--- src/rtl/run_sequencer.sv ---
// rtl/run_sequencer.sv - batch run controller: core reset, per-program start pulses, cycle budgets
module run_sequencer #(
  parameter int  NPROG   = 3,
  parameter int  TIMEOUT = 4096,
  parameter int  CW      = 16,
  localparam int PW      = (NPROG > 1) ? $clog2(NPROG) : 1
) (
  input  logic          Clk,
  input  logic          Reset,
  input  logic          Go,
  input  logic          CoreAck,
  output logic          CoreReset,
  output logic          CoreStart,
  output logic [PW-1:0] ProgIdx,
  output logic          Busy,
  output logic          Done,
  output logic          Timeout,
  output logic [CW-1:0] LastCycles,
  output logic [CW-1:0] TotalCycles
);

  typedef enum logic [2:0] {
    S_IDLE  = 3'd0,
    S_START = 3'd1,
    S_RUN   = 3'd2,
    S_DONE  = 3'd3,
    S_FAULT = 3'd4
  } state_t;

  localparam logic [CW-1:0] TMO      = CW'(TIMEOUT);
  localparam logic [PW-1:0] LAST_IDX = PW'(NPROG - 1);

  state_t        state;
  logic [4:0]    flags;
  logic [CW-1:0] counter;
  logic          armed;
  logic [CW:0]   sum;
  logic [CW-1:0] total_sat;
  logic          accept;

  // Output flags {CoreReset, CoreStart, Busy, Done, Timeout} for the state being entered
  function automatic logic [4:0] outs(input state_t s);
    case (s)
      S_IDLE:  outs = 5'b10000;
      S_START: outs = 5'b01100;
      S_RUN:   outs = 5'b00100;
      S_DONE:  outs = 5'b00010;
      S_FAULT: outs = 5'b10001;
      default: outs = 5'b10000;
    endcase
  endfunction

  assign {CoreReset, CoreStart, Busy, Done, Timeout} = flags;

  // Running total saturates rather than wrapping
  assign sum       = {1'b0, TotalCycles} + {1'b0, counter};
  assign total_sat = sum[CW] ? '1 : sum[CW-1:0];

  // A high Ack only counts once it has been seen low since this program's START
  assign accept = armed && CoreAck;

  // Sequencer state, counters and registered outputs
  always_ff @(posedge Clk) begin
    if (Reset) begin
      state       <= S_IDLE;
      flags       <= outs(S_IDLE);
      ProgIdx     <= '0;
      counter     <= '0;
      armed       <= 1'b0;
      LastCycles  <= '0;
      TotalCycles <= '0;
    end else begin
      case (state)
        S_IDLE, S_DONE: begin
          if (Go) begin
            state       <= S_START;
            flags       <= outs(S_START);
            ProgIdx     <= '0;
            TotalCycles <= '0;
          end
        end
        S_START: begin
          state   <= S_RUN;
          flags   <= outs(S_RUN);
          counter <= '0;
          armed   <= 1'b0;
        end
        S_RUN: begin
          if (!CoreAck) armed <= 1'b1;
          if (accept) begin
            LastCycles  <= counter;
            TotalCycles <= total_sat;
            if (ProgIdx == LAST_IDX) begin
              state <= S_DONE;
              flags <= outs(S_DONE);
            end else begin
              ProgIdx <= ProgIdx + 1'b1;
              state   <= S_START;
              flags   <= outs(S_START);
            end
          end else begin
            if (counter != '1) counter <= counter + 1'b1;
            if (counter == TMO) begin
              state <= S_FAULT;
              flags <= outs(S_FAULT);
            end
          end
        end
        S_FAULT: begin
          state <= S_FAULT;
        end
        default: begin
          state <= S_IDLE;
          flags <= outs(S_IDLE);
        end
      endcase
    end
  end

endmodule

--- config.mk ---
export PLATFORM = sky130hd
export DESIGN_NAME = run_sequencer
export DESIGN_NICKNAME = d
export VERILOG_FILES = /design/src/rtl/run_sequencer.sv
export SDC_FILE = /design/constraint.sdc
export NUM_CORES = 1
export LEC_CHECK = 0
export ABC_CLOCK_PERIOD_IN_PS = 2550
export BUFFER_PORTS_ARGS = -buffer_cell sky130_fd_sc_hd__buf_4
export CORE_ASPECT_RATIO = 0.5
export CORE_MARGIN = 1
export CORE_UTILIZATION = 50
export DETAILED_ROUTE_END_ITERATION = 16
export PLACE_DENSITY_LB_ADDON = 0.08
export SLEW_MARGIN = 0
export SYNTH_ARGS = -nofsm -noshare
export SYNTH_HDL_FRONTEND = slang
export SYNTH_SLANG_ARGS = --single-unit
--- constraint.sdc ---
create_clock -name Clk -period 2.55 [get_ports Clk]
set_input_delay 0 -clock Clk [delete_from_list [all_inputs] [get_ports Clk]]
set_output_delay 0 -clock Clk [all_outputs]
set_load 0.02 [all_outputs]
==> results.ini, run 1 <==
[status]
status=completed

[min_path]
min-delay-path-class=in2reg
min_path_cells=3
worstHoldStart=Go
hold_end=state[0]

[route]
route.detailed.drc=0
first_pass_iters=5
first_iter_violations=209
antenna_left=0
vias_per_cell=5.48
totalWireLength_mm=8.25
routedWlPerCell_microns=15.3
via_count=2950

[synth]
synth_cell_type_count=49
syn_avg_cell_area_sq_um=8.06
synth_edf_count=0
synthArstFlopShare_pct=0
syn_nets=415
synth_area_sq_mm=0.00315
synth-main-ff-cell=dfxtp_1
seq_area_frac_synth_pct=37.5
ys_ff_latch=59
ys_warn_count=0
synth_cells=391

[floorplanning]
die_height_microns=58.1
initial_core_util_pct=51.8
rows=20
die_area_sq_mm=0.00664
fp.dieW_microns=114
core-area_sq_mm=0.00608
ios=43

[grt]
grtUsageTotal_pct=26.8
grt_pass1_vias=2721
grt_pass1_wl_mm=13.4
grt_max_degree=42
grt_overflow=0
antenna_found_initial=0

[cells_and_area]
num_antenna_cells=0
fillers=548
multiInputGateArea_sq_mm=0.00187
final_cell_mix=nand2_1, dfxtp_1, buf_4
layout_commonest_cell=nand2_1
regArea_sq_mm=0.00118
area_growth_syn_to_layout_pct=25.8
layout-drive-gt1-share_pct=19.3
layout.nets=469

[setup_path]
path_class=reg2reg
crit_arrival_ns=2.58
cp_max_fo=15
r2r-start=TotalCycles[0]
r2r_cells=9
r2r_slack_ns=0.16
end_kind=flip-flop
cp_data_required_time_ns=2.74
cp-start-kind=flip-flop
worstReg2RegEnd=TotalCycles[3]

[timing]
rsz0062_at_grt=false
worst_slack_ns=0.162
maxSlewHeadroom_pct=58.1
fin_tns_setup_ns=0
clock_skew_ns=0.00457
worst_hold_slack_ns=0.0208
max_freq_mhz=419
period_share_pct=93.7
final.min_clock_period_ns=2.39
setup_violations=0
worst_pin_slew_ns=0.622
hold_violations=0
finalMaxSlewViolations=0

[clock_network]
holdBufCountCts=0
insertion_delay_ns=0.33
clockBufferDepth=2
root_buffer=clkbuf_16
clock-sinks=59
tritoncts=done
postCtsSetupRepairBufs=0
clk_pin_slew_ns=0.06
htreeDepth=3
post_cts_resized=0
cts_made_buffers=9

[power]
p_per_area_mw_per_mm2=608
p_total_mw=2.41
p_leak_nw=1.80
ir_drop_uv=317

[placement]
pre_cts_slack_ns=0.0644
place.port_buffers=42
gp_congestion=0.875
dpl.hpwl_mm=5.81

[flow_run]
drv_cap=0

==> power by group <==
group | switching [mW] | internal [mW] | leakage, nW
clock | 0.446 | 0.881 | 0.155
sequential | 0.0135 | 0.935 | 0.476
combinational | 0.0892 | 0.0475 | 1.17
total | 0.549 | 1.86 | 1.80
==> worst max-delay path by stage <==
stage	from	end	slack, ns	cells after the start
after floorplan	TotalCycles[0]	TotalCycles[0]	0.17	10
after global placement	TotalCycles[0]	TotalCycles[3]	0.1	9
after detailed placement	TotalCycles[0]	TotalCycles[3]	0.06	9
after CTS	TotalCycles[0]	TotalCycles[3]	0.05	9
after global routing	TotalCycles[0]	TotalCycles[3]	0.008	9
final	TotalCycles[0]	TotalCycles[3]	0.16	9
==> cells in the mapped netlist (all sizes together), types with 2 or more instances <==
library cell / n / area [sq um]
and2: 2 / 12.5
nand4: 6 / 37.5
buf: 6 / 36.3
xor2: 14 / 123
nor3b: 2 / 26.3
nand3: 11 / 60.1
a21o: 14 / 105
nand2b: 3 / 18.8
xnor2: 11 / 96.3
o21ai: 22 / 118
nor2: 31 / 116
a22oi: 3 / 27.5
inv: 8 / 30.0
a21oi: 42 / 214
ha: 19 / 238
and3: 7 / 43.8
clkbuf: 10 / 37.5
dfxtp: 59 / 1180
a211oi: 3 / 22.5
nor2b: 5 / 31.3
nor4: 3 / 18.8
a31oi: 6 / 37.5
nor3: 7 / 35.0
nand2: 76 / 285
and4: 4 / 35.0
o21a: 3 / 22.5
==> routing by layer <==
metal	track usage, %	vias to the layer above	routed length [microns]
li1	-	1475	-
met1	37.0	1364	4080
met2	39.8	98	3540
met3	7.64	13	527
met4	10.0	0	104
met5	0	-	0
==> state kept, by name (all words and copies together), names as in the netlist <==
signal,cells
LastCycles,16
ProgIdx,2
TotalCycles,16
armed,1
counter,16
flags,5
state,3
==> area by class of cell <==
cell class | instances | area share, %
clock buffers | 10 | 6.03
clock inverters | 6 | 2.24
inverters | 8 | 0.757
multi-input cells | 308 | 47.3
flip-flops and latches | 59 | 29.8
well taps | 88 | 2.78
repair buffers | 59 | 11.2
==> critical path: stages, from the launching register on <==
cell	delay (ns)
dfxtp_1	0.32
ha_1	0.22
fa_1	0.40
a21o_1	0.21
a221o_1	0.35
nand3_2	0.11
o21ai_2	0.07
a21o_4	0.29
o21ai_0	0.19
a21oi_1	0.09
==> cell families (layout without fill, tap and decap cells) <==
logic type | Yosys count | after routing | share of synthesized area, %
and+or+nand+nor | 161 | 161 | 23.8
AOI/OAI and AO/OA | 100 | 100 | 19.6
DFF | 59 | 59 | 37.5
xor gates and xnor gates | 25 | 25 | 6.95
buffers and inverters | 24 | 83 | 3.30
adders and majority gates | 20 | 20 | 8.18
muxes | 2 | 2 | 0.675
==> stage by stage <==
stage / cells / utilization (%) / instance area [sq um]
global route: 538 / 65.2 / 3970
global placement: 522 / 59.7 / 3630
CTS: 538 / 65.1 / 3960
detailed placement: 522 / 59.7 / 3630
finish: 538 / 65.2 / 3970
floorplan: 391 / - / 3150
Note: power is estimated with default switching activity, not from simulation.
==> run 2: changes to the inputs <==
Settings changed: CAP_MARGIN from default to 10, PLACE_DENSITY from default to 0.75, PLACE_DENSITY_LB_ADDON 0.08 to default.
==> run 2 against run 1 <==
Against the previous run: the run now ends with design-rule violations left; sequential share of layout area hardly changed; global-route usage shrank 0.85 points; sequential power barely moved; worst hold slack improved by 0.0069 ns; clock power is essentially flat; combinational power about the same; final cell count is the same; utilization about the same; first-iteration DRC count down 5.7%; clock skew grew 0.0048 ns; non-clock buffer count stayed put; wire length down 0.40%; critical endpoint is now TotalCycles[10]; largest power group unchanged.
==> results.ini, run 2 (synthesis results as in run 1) <==
[route]
route.detailed.drc=1  ; was 0
top_layer=met4  ; unchanged
via_count=3029  ; was 2,950
met1_length_mm=3.88  ; was 4.08 mm
first_iter_violations=197  ; was 209
routedWlPerCell_microns=15.3  ; about the same
first_pass_iters=11  ; was 5
antenna_left=0  ; unchanged
totalWireLength_mm=8.22  ; was 8.25 mm
wl_met3_microns=604  ; was 527 microns
met2_length_mm=3.63  ; was 3.54 mm
vias_per_cell=5.63  ; was 5.48

[timing]
max_freq_mhz=416  ; was 419 MHz
period_share_pct=94.3  ; was 93.7%
final.min_clock_period_ns=2.40  ; was 2.39 ns
finalMaxSlewViolations=0  ; unchanged
fin_tns_setup_ns=0  ; unchanged
hold_violations=0  ; unchanged
clock_skew_ns=0.00937  ; was 0.00457 ns
rsz0062_at_grt=false  ; unchanged
setup_violations=0  ; unchanged
maxSlewHeadroom_pct=57.1  ; was 58.1%
worst_hold_slack_ns=0.0277  ; was 0.0208 ns
worst_pin_slew_ns=0.636  ; was 0.622 ns

[power]
p_per_area_mw_per_mm2=605  ; was 608 mW/mm^2
seq_power_share_pct=39.6  ; was 39.3%
p_sw_uw=556  ; was 549 uW
p_leak_nw=1.79  ; was 1.80 nW
p_comb_share_pct=5.7  ; about the same
swShare_pct=23.2  ; was 22.7%
ir_drop_uv=337  ; was 317 uV
clock_power_share_pct=54.8  ; was 55.0%
p_int_mw=1.84  ; was 1.86 mW

[min_path]
hold_end=state[0]  ; unchanged
min_path_cells=3  ; unchanged
worstHoldStart=Go  ; unchanged
min-delay-path-class=in2reg  ; unchanged

[grt]
grt_overflow=0  ; unchanged
grt_pass1_vias=2795  ; was 2,721
grtUsageTotal_pct=25.9  ; was 26.8%
grt_pass1_wl_mm=13.1  ; was 13.4 mm
antenna_found_initial=0  ; unchanged
grt_max_degree=42  ; unchanged

[cells_and_area]
regArea_sq_mm=0.00118  ; unchanged
num_antenna_cells=0  ; unchanged
layout-drive-gt1-share_pct=19.3  ; unchanged
final_cell_mix=nand2_1, dfxtp_1, buf_4  ; unchanged
multiInputGateArea_sq_mm=0.00187  ; unchanged
area_growth_syn_to_layout_pct=25.8  ; about the same
layout.nets=469  ; unchanged
fillers=519  ; was 548
layout_commonest_cell=nand2_1  ; unchanged
reg_top3=LastCycles: 16 flops, TotalCycles: 16 flops, counter: 16 flops  ; unchanged

[setup_path]
cp-start-kind=flip-flop  ; unchanged
crit_arrival_ns=2.63  ; was 2.58 ns
r2r_slack_ns=0.15  ; was 0.16 ns
r2r-start=TotalCycles[0]  ; unchanged
end_kind=flip-flop  ; unchanged
cp_data_required_time_ns=2.77  ; was 2.74 ns
r2r_cells=9  ; unchanged
cp_max_fo=3  ; was 15
path_class=reg2reg  ; unchanged
worstReg2RegEnd=TotalCycles[10]  ; was TotalCycles[3]

[clock_network]
htreeDepth=3  ; unchanged
postCtsSetupRepairBufs=0  ; unchanged
root_buffer=clkbuf_16  ; unchanged
post_cts_resized=0  ; unchanged
clock-sinks=59  ; unchanged
holdBufCountCts=0  ; unchanged
clk_pin_slew_ns=0.06  ; about the same
cts_made_buffers=9  ; unchanged
tritoncts=done  ; unchanged
clockBufferDepth=2  ; unchanged
insertion_delay_ns=0.33  ; about the same

[floorplanning]
die_area_sq_mm=0.00664  ; unchanged
fp.dieW_microns=114  ; unchanged
initial_core_util_pct=51.8  ; unchanged
rows=20  ; unchanged
ios=43  ; unchanged
die_height_microns=58.1  ; unchanged
core-area_sq_mm=0.00608  ; unchanged

[placement]
dpl.hpwl_mm=5.75  ; was 5.81 mm
gp_congestion=0.794  ; was 0.875
place.port_buffers=42  ; unchanged

[flow_run]
drv_cap=0  ; unchanged

[status]
violations=design-rule violations
status=finished, violations left  ; was completed

==> run 2: metal layers <==
| metal | global-route usage, % | vias to the layer above |
|---|---|---|
| li1 | - | 1481 |
| met1 | 35.3 | 1418 |
| met2 | 39.7 | 116 |
| met3 | 7.22 | 14 |
| met4 | 9.09 | 0 |
| met5 | 0 | - |
==> run 2: critical path, cell delays in order (launching register included) <==
cell,delay [ns]
dfxtp_1,0.33
ha_1,0.23
fa_1,0.40
a21o_1,0.21
a221o_1,0.36
a31oi_1,0.27
o21ai_0,0.14
xor2_1,0.15
o21ai_0,0.14
nand2_1,0.06
==> run 2: worst max-delay path by stage <==
stage,slack (ns),startpoint,endpoint
3_3_place_gp,0.12,TotalCycles[0],TotalCycles[3]
5_1_grt,0.003,TotalCycles[0],TotalCycles[0]
2_1_floorplan,0.17,TotalCycles[0],TotalCycles[0]
4_1_cts,0.02,TotalCycles[0],TotalCycles[8]
6_report,0.15,TotalCycles[0],TotalCycles[10]
3_5_place_dp,0.03,TotalCycles[0],TotalCycles[8]
==> run 2: layout make-up <==
type | count | area share, %
Multi-Input combinational cell | 308 | 47.3
Sequential cell | 59 | 29.8
Timing Repair Buffer | 59 | 11.2
Clock buffer | 9 | 5.68
Tap cell | 88 | 2.78
Clock inverter | 7 | 2.53
Inverter | 8 | 0.758
==> run 2: per-stage QoR <==
step / worst slack, ns / std cells / cell area [sq um] / power (mW) / util, %
floorplan: 0.167 / 391 / 3150 / 1.06 / -
global placement: 0.122 / 522 / 3630 / 1.10 / 59.7
detailed placement: 0.0292 / 522 / 3630 / 1.10 / 59.7
CTS: 0.0200 / 538 / 3960 / 2.40 / 65.1
global route: 0.00302 / 538 / 3960 / 2.47 / 65.2
finish: 0.145 / 538 / 3960 / 2.40 / 65.2
==> run 2: power groups by stage <==
stage               Clock (mW)  Combinational (mW)  Sequential (mW)
finish                    1.31               0.136            0.948
global route              1.37               0.148            0.949
CTS                       1.32               0.135            0.948
detailed placement           0               0.133            0.967
global placement             0               0.129            0.966
floorplan                    0              0.0847            0.972
==> run 3: changes to the inputs <==
Settings changed: HOLD_SLACK_MARGIN from default to 0.1.
==> run 3 against run 2 <==
Against the previous run: count of clock-buffer cells in the layout stayed put; die area unchanged; wire length increased by 0.46%; power up 0.35%; sequential share of layout area decreased by 0.22 points; sequential power barely moved; clock skew is 0.00060 ns higher; setup slack lost 0.018 ns; the flow still finishes with violations (design-rule violations); highest routed layer unchanged; via count hardly changed; combinational power increased by 3%; worst hold slack improved by 0.43 ns; non-clock buffer count rose by 3.
==> results.ini, run 3 (synthesis results as in run 1) <==
[status]
status=finished, violations left  ; unchanged
violations=design-rule violations  ; unchanged

[floorplanning]
fp.dieW_microns=114  ; unchanged
die_height_microns=58.1  ; unchanged
die_area_sq_mm=0.00664  ; unchanged
initial_core_util_pct=51.8  ; unchanged
core-area_sq_mm=0.00608  ; unchanged
rows=20  ; unchanged
ios=43  ; unchanged

[cells_and_area]
reg_top3=LastCycles: 16 flops, TotalCycles: 16 flops, counter: 16 flops  ; unchanged
layout-drive-gt1-share_pct=19.2  ; was 19.3%
multiInputGateArea_sq_mm=0.00187  ; unchanged
area_growth_syn_to_layout_pct=26.7  ; was 25.8%
stdcell_area_sq_mm=0.00399  ; was 0.00396 sq mm
num_antenna_cells=0  ; unchanged
final_cell_mix=nand2_1, dfxtp_1, buf_4  ; unchanged
fillers=513  ; was 519
regArea_sq_mm=0.00118  ; unchanged
layout.nets=472  ; was 469
layout_commonest_cell=nand2_1  ; unchanged

[clock_network]
cts_made_buffers=9  ; unchanged
postCtsSetupRepairBufs=0  ; unchanged
htreeDepth=3  ; unchanged
root_buffer=clkbuf_16  ; unchanged
clock-sinks=59  ; unchanged
clockBufferDepth=2  ; unchanged
clk_pin_slew_ns=0.06  ; about the same
tritoncts=done  ; unchanged
insertion_delay_ns=0.34  ; was 0.33 ns

[setup_path]
path_class=reg2reg  ; unchanged
cp-start-kind=flip-flop  ; unchanged
crit_arrival_ns=2.65  ; was 2.63 ns
cp_max_fo=15  ; was 3
crit_path_top_delay_cell=fa_1  ; unchanged
worstPathCellList=ha_1 > fa_1 > a21o_1 > a221o_1 > nand3_2 > o21ai_2 > a21o_4 > o21ai_0 > nand2_1  ; was ha_1 > fa_1 > a21o_1 > a221o_1 > a31oi_1 > o21ai_0 > xor2_1 > o21ai_0 > nand2_1
end_kind=flip-flop  ; unchanged
cpPeakStageDelay_ns=0.40  ; about the same
cp_data_required_time_ns=2.78  ; was 2.77 ns

[placement]
place.port_buffers=42  ; unchanged
place_area_sq_mm=0.00363  ; unchanged
gp_congestion=0.794  ; unchanged
dpl.hpwl_mm=5.75  ; unchanged

[route]
wl_met3_microns=510  ; was 604 microns
first_iter_violations=208  ; was 197
route.detailed.drc=1  ; unchanged
antenna_left=0  ; unchanged
routedWlPerCell_microns=15.3  ; about the same
totalWireLength_mm=8.26  ; was 8.22 mm
via_count=3031  ; was 3,029
first_pass_iters=10  ; was 11
met2_length_mm=3.68  ; was 3.63 mm
vias_per_cell=5.60  ; was 5.63
met1_length_mm=3.95  ; was 3.88 mm
top_layer=met4  ; unchanged

[timing]
hold_violations=0  ; unchanged
worst_pin_slew_ns=0.643  ; was 0.636 ns
maxSlewHeadroom_pct=56.6  ; was 57.1%
finalMaxSlewViolations=0  ; unchanged
final.min_clock_period_ns=2.42  ; was 2.40 ns
fin_tns_setup_ns=0  ; unchanged
setup_violations=0  ; unchanged
period_share_pct=95.0  ; was 94.3%
max_freq_mhz=413  ; was 416 MHz
clock_skew_ns=0.00996  ; was 0.00937 ns
rsz0062_at_grt=false  ; unchanged

[power]
p_total_mw=2.41  ; was 2.40 mW
ir_drop_uv=340  ; was 337 uV
p_leak_nw=1.81  ; was 1.79 nW
p_per_area_mw_per_mm2=602  ; was 605 mW/mm^2

[grt]
grt_pass1_wl_mm=13.2  ; was 13.1 mm
grt_pass1_vias=2808  ; was 2,795
grtUsageTotal_pct=26.0  ; was 25.9%
grt_overflow=0  ; unchanged
antenna_found_initial=0  ; unchanged
grt_max_degree=42  ; unchanged

[flow_run]
drv_cap=0  ; unchanged

[min_path]
min-delay-path-class=reg2reg  ; was in2reg

[run 3: worst paths after layout]
kind                                  endpoint  cells after the start  slack (ns)      startpoint
worst min register to register   LastCycles[0]                      2        0.46   LastCycles[0]
worst max register to register  TotalCycles[6]                      9        0.13  TotalCycles[0]
worst min-delay path             LastCycles[0]                      2        0.46   LastCycles[0]
worst max-delay path            TotalCycles[6]                      9        0.13  TotalCycles[0]
[run 3: layer usage]
metal,vias up,track usage [%]
met4,0,9.09
met2,106,40.0
li1,1482,-
met1,1427,35.3
met5,-,0
met3,16,7.22
[run 3: area by class of cell]
cell class | count | area share [%]
clock buffer | 9 | 5.64
clock inverter | 7 | 2.51
inverter | 8 | 0.752
multi-input combinational | 308 | 46.9
sequential | 59 | 29.6
tap | 88 | 2.76
timing repair buffer | 62 | 11.8
[run 3: where the power goes]
group | total, mW | internal [mW] | switching, mW | leakage, nW
clock | 1.32 | 0.859 | 0.459 | 0.148
combinational | 0.140 | 0.0507 | 0.0893 | 1.18
sequential | 0.948 | 0.935 | 0.0137 | 0.476
total | 2.41 | 1.84 | 0.562 | 1.81
[run 3: what timing repair did]
item	CTS	global route
endpoints found under the setup margin	0	14
gates resized for setup	0	4
endpoints found under the hold margin	6	0
hold buffers	3	0
[run 3: critical path, delay by kind of cell (launching register included)]
family,cells,cell delay [ns]
AOI/OAI and AO/OA,5,1.17
adders and majority gates,2,0.63
DFF,1,0.33
and+or+nand+nor,2,0.18
[run 3: stage by stage]
| stage | hold slack (ns) | cells | util [%] | worst slack, ns |
|---|---|---|---|---|
| 6_report | 0.457 | 541 | 65.7 | 0.127 |
| 5_1_grt | 0.475 | 541 | 65.7 | 0.00302 |
| 4_1_cts | 0.460 | 541 | 65.6 | 0.0201 |
| 3_5_place_dp | 0.357 | 522 | 59.7 | 0.0292 |
| 3_3_place_gp | 0.349 | 522 | 59.7 | 0.122 |
| 2_1_floorplan | 0.187 | 391 | - | 0.167 |
